## src/rtl/regfile_sb.sv

```systemverilog
// Parametrised register file with async clear, optional zero R0,
// write-to-read bypass and a per-register busy scoreboard.
module regfile_sb #(
  parameter int DATA_W  = 8,
  parameter int ADDR_W  = 3,
  parameter int NUM_RD  = 2,
  parameter int ZERO_R0 = 0,
  parameter int BYPASS  = 1
) (
  input  logic                     clk,
  input  logic                     rst_n,
  input  logic                     write_en,
  input  logic [ADDR_W-1:0]        wr_addr,
  input  logic [DATA_W-1:0]        wr_data,
  input  logic                     rsv_en,
  input  logic [ADDR_W-1:0]        rsv_addr,
  input  logic [NUM_RD*ADDR_W-1:0] rd_addr,
  output logic [NUM_RD*DATA_W-1:0] rd_data,
  output logic [NUM_RD-1:0]        rd_busy,
  output logic                     any_busy,
  output logic [ADDR_W:0]          busy_cnt
);

  localparam int DEPTH = 1 << ADDR_W;
  localparam int CW    = ADDR_W + 1;

  logic [DATA_W-1:0] regs [DEPTH];
  logic [DEPTH-1:0]  busy;
  logic [DEPTH-1:0]  busy_nxt;
  logic [CW-1:0]     cnt_q;
  logic [CW-1:0]     cnt_nxt;
  logic              wr_ok;
  logic              rsv_ok;

  // R0 writes/reserves are dropped when it is hardwired to zero
  assign wr_ok  = rst_n && write_en &&
                  !(ZERO_R0 != 0 && wr_addr == '0);
  assign rsv_ok = rst_n && rsv_en &&
                  !(ZERO_R0 != 0 && rsv_addr == '0);

  // reserve is applied last so it wins a same-address collision
  always_comb begin
    busy_nxt = busy;
    if (wr_ok)
      busy_nxt[wr_addr] = 1'b0;
    if (rsv_ok)
      busy_nxt[rsv_addr] = 1'b1;
    cnt_nxt = '0;
    for (int i = 0; i < DEPTH; i++)
      cnt_nxt = cnt_nxt + CW'(busy_nxt[i]);
  end

  always_ff @(posedge clk or negedge rst_n) begin
    if (!rst_n) begin
      for (int i = 0; i < DEPTH; i++)
        regs[i] <= '0;
      busy  <= '0;
      cnt_q <= '0;
    end else begin
      if (wr_ok)
        regs[wr_addr] <= wr_data;
      busy  <= busy_nxt;
      cnt_q <= cnt_nxt;
    end
  end

  for (genvar g = 0; g < NUM_RD; g++) begin : g_rd
    logic [ADDR_W-1:0] a;
    logic              zero;
    logic              hit;

    assign a    = rd_addr[g*ADDR_W +: ADDR_W];
    assign zero = (ZERO_R0 != 0) && (a == '0);
    assign hit  = (BYPASS != 0) && wr_ok && (wr_addr == a);

    assign rd_data[g*DATA_W +: DATA_W] =
      zero ? '0 : (hit ? wr_data : regs[a]);
    assign rd_busy[g] = busy[a] && !hit;
  end

  assign busy_cnt = cnt_q;
  assign any_busy = (cnt_q != '0);

endmodule
```

## config.mk

```make
export PLATFORM = sky130hd
export DESIGN_NAME = regfile_sb
export DESIGN_NICKNAME = d
export VERILOG_FILES = /design/src/rtl/regfile_sb.sv
export SDC_FILE = /design/constraint.sdc
export NUM_CORES = 1
export LEC_CHECK = 0
export BUFFER_PORTS_ARGS = -buffer_cell sky130_fd_sc_hd__buf_4
export CELL_PAD_IN_SITES_DETAIL_PLACEMENT = 1
export CELL_PAD_IN_SITES_GLOBAL_PLACEMENT = 2
export CORE_ASPECT_RATIO = 0.9
export CORE_MARGIN = 2
export CORE_UTILIZATION = 32
export DETAILED_ROUTE_END_ITERATION = 8
export GPL_ROUTABILITY_DRIVEN = 0
export HOLD_SLACK_MARGIN = 0.03
export PLACE_DENSITY = 0.66
export SLEW_MARGIN = 30
export SYNTH_ARGS = -nofsm -noshare
export SYNTH_HDL_FRONTEND = slang
export SYNTH_SLANG_ARGS = --single-unit
```

## constraint.sdc

```tcl
create_clock -name clk -period 5.6 [get_ports clk]
set_clock_uncertainty 0.2 [all_clocks]
set_input_delay 1.12 -clock clk [delete_from_list [all_inputs] [get_ports clk]]
set_output_delay 1.12 -clock clk [all_outputs]
set_load 0.01 [all_outputs]
```

==> summary.md <==
| Metric | Value |
|---|---|
| # rows | `41` |
| First-pass GRT wire length | `18.1 mm` |
| FF/Latch Area | `1900 um^2` |
| Worst-path clk slew | `0.05 ns` |
| Slew @ Worst Pin | `0.928 ns` |
| Unrepaired setup endpoints after global routing | `false` |
| Clk Latency, worst-skew pair | `0.33 ns` |
| Total Wirelength | `11.4 mm` |
| CTS tree | `built` |
| Async S/R FF share, synth | `1.00` |
| Clock Sinks | `76` |
| Nature of the critical path endpoint | `primary output` |
| Via count | `2812` |
| Leak Pwr | `0.00228 uW` |
| Area growth syn-to-layout | `17.2%` |
| Initial core utilization | `0.325` |
| Final setup TNS | `0 ns` |
| CTS root buffer | `clkbuf_16` |
| Reg2reg setup slack | `2.31 ns` |
| Post-layout util | `0.381` |
| Netlist cell types | `34` |
| Area of the multi-input gates | `2480 um^2` |
| Post-CTS Setup Bufs | `0` |
| Fin. max-slew vios | `0` |
| DR iter-0 viols | `107` |
| Largest family of logic cells by synthesized area | `multiplexers` |
| Multiplexer share of the synthesized area | `0.432` |
| Ant diodes | `0` |
| Peak supply drop | `153 uV` |
| Post-CTS resize count | `0` |
| Top FF cell, synth | `dfrtp_1` |
| Core Footprint | `14000 um^2` |
| Adder-cell share of the synthesized area | `0.0260` |
| Post-synthesis compound-gate area fraction | `0.0229` |
| Largest net degree at the start of global routing | `37` |
| WL/cell | `21.0 um` |
| Buffers added on ports | `46` |
| Setup slack after layout | `0.917 ns` |
| DIE AREA | `15100 um^2` |
| Pwr dens | `370 nW/um^2` |
| Number of global-route vias before repair | `3032` |
| Crit path DAT | `3.36 ns` |
| Nets | `375` |
| Synth warn | `0` |
| DRC errors left | `0` |
| Max-cap violations | `0` |
| First-pass iteration count of the detailed router | `4` |
| DRT antenna net count | `0` |
| Filler cell count in the final layout | `1498` |
| Max Freq | `214 MHz` |
| Req. time, crit path | `4.28 ns` |
| Min Clock Period, post-route | `4.68 ns` |
| Grt ovf | `0` |
| Run status | `finished clean` |
| Layout cells sized above 1 | `0.458` |
| Initial antenna violation count | `0` |
| IO Pins | `47` |
| Post-Synth Simple-Gate Area | `0.0456` |
| Number of synthesized flops with an enable pin | `0` |
| Die W | `129 um` |
| Post-Syn Instances | `304` |
| Die Ht | `117 um` |
| Post-synthesis xor/xnor area fraction | `0.0177` |
| Num CTS Buffers | `9` |
| Relative slew slack | `0.379` |
| Final hold violations | `0` |
| Crit Path Category | `input port to primary output` |
| DP HPWL | `7.60 mm` |
| Setup WS pre-CTS | `0.778 ns` |
| Worst-case clock buffer depth | `2` |
| Setup-failing EPs final | `0` |
| Startpoint types | `input port` |
| CP max FO | `36` |
| HP Class | `flip-flop to flip-flop` |
| Fin crit share | `0.836` |
| Drt via density | `5.21` |
| Mean Syn Cell Area | `14.9 um^2` |
| Syn_nets | `335` |
| Post-synthesis sequential area ratio | `0.420` |
| Global-route usage over all layers | `0.163` |
| CTS Hold Bufs | `0` |
| H-tree depth | `3` |
| Mapped cell area | `4530 um^2` |
| #FFs+latches synth | `76` |
| Hold WS | `0.302 ns` |
## where the power goes
| part | internal, uW | leakage (uW) | switching, uW | total [uW] |
|---|---|---|---|---|
| logic | 380 | 0.00121 | 262 | 642 |
| clock network | 330 | 0.000140 | 215 | 544 |
| registers | 688 | 0.000930 | 91.8 | 780 |
## path summary, 6_finish.rpt
path                          start     endpoint  cells after the start
max reg2reg                 busy[0]  busy_cnt[1]                     10
min in group asynchronous     rst_n      busy[2]                      1
max in group asynchronous     rst_n     regs[12]                      2
min                        regs[11]     regs[11]                      1
max                           rst_n   rd_data[9]                      7
min reg2reg                regs[11]     regs[11]                      1
## cells in the final DEF, fill, tap and decap left out, drive strengths merged, types with 2 or more instances in the layout
cell / count
nor4: 2
a32o: 3
a32oi: 2
nor2: 12
mux2: 96
fa: 4
nand2: 10
clkinv: 2
buf: 51
and3: 2
nand2b: 2
mux4: 36
nand3: 4
xor2: 6
a22oi: 2
dfrtp: 76
mux2i: 2
o21ai: 2
nor2b: 2
a22o: 3
clkbuf: 12
ha: 3
inv: 8
## kinds of logic (layout without fill, tap and decap cells)
kind of cell / after synthesis / count (layout)
AO/OA/AOI/OAI: 13 / 13
XOR/XNOR: 7 / 7
adder cells (fa/ha/maj): 7 / 7
buffers and inverters: 30 / 73
flip-flops: 76 / 76
multiplexers: 134 / 134
AND/OR/NAND/NOR: 37 / 37
## metal layers
layer,track usage,up-vias,share of wire
met2,0.274,39,0.50
met3,0.0468,5,0.032
li1,-,1250,-
met1,0.214,1518,0.46
met4,0.0323,0,0.0095
met5,0,-,0
## stage by stage
stage               cells  instance area [um^2]  total power [uW]
floorplan             304                  4530              1220
global placement      526                  5020              1420
detailed placement    526                  5030              1450
CTS                   540                  5310              2000
global route          540                  5310              2110
finish                540                  5310              1970
## state kept, by name, summed over array words and instances (netlist names)
signal	cells
regs	64
busy_cnt	4
busy	8
## critical path, cell delays in order
cell and delay (ns):
buf_4 0.18, buf_4 0.45, nand2_1 0.24, nor4_4 0.62, buf_4 0.26, mux2_2 0.34
buf_4 0.14
## synthesized netlist by cell type (3+ instances only)
| master | n | share of area |
|---|---|---|
| a22o_1 | 3 | 0.0058 |
| a32o_1 | 3 | 0.0066 |
| buf_1 | 8 | 0.0066 |
| buf_2 | 5 | 0.0055 |
| buf_6 | 4 | 0.0099 |
| clkbuf_1 | 4 | 0.0033 |
| dfrtp_1 | 76 | 0.42 |
| fa_1 | 4 | 0.018 |
| ha_1 | 3 | 0.0083 |
| inv_1 | 8 | 0.0066 |
| mux2_1 | 35 | 0.087 |
| mux2_2 | 60 | 0.15 |
| mux4_1 | 11 | 0.064 |
| mux4_2 | 25 | 0.12 |
| nand2_1 | 10 | 0.0083 |
| nand3_1 | 4 | 0.0044 |
| nor2_1 | 12 | 0.0099 |
| xor2_1 | 5 | 0.0097 |
## area by class of cell
type / instances / area share
multi-input combinational: 198 / 0.467
sequential: 76 / 0.358
timing repair buffer: 51 / 0.0721
clock buffer: 12 / 0.0502
tap: 193 / 0.0455
inverter: 8 / 0.00566
clock inverter: 2 / 0.00189
Power figures use the tool's default switching activity.
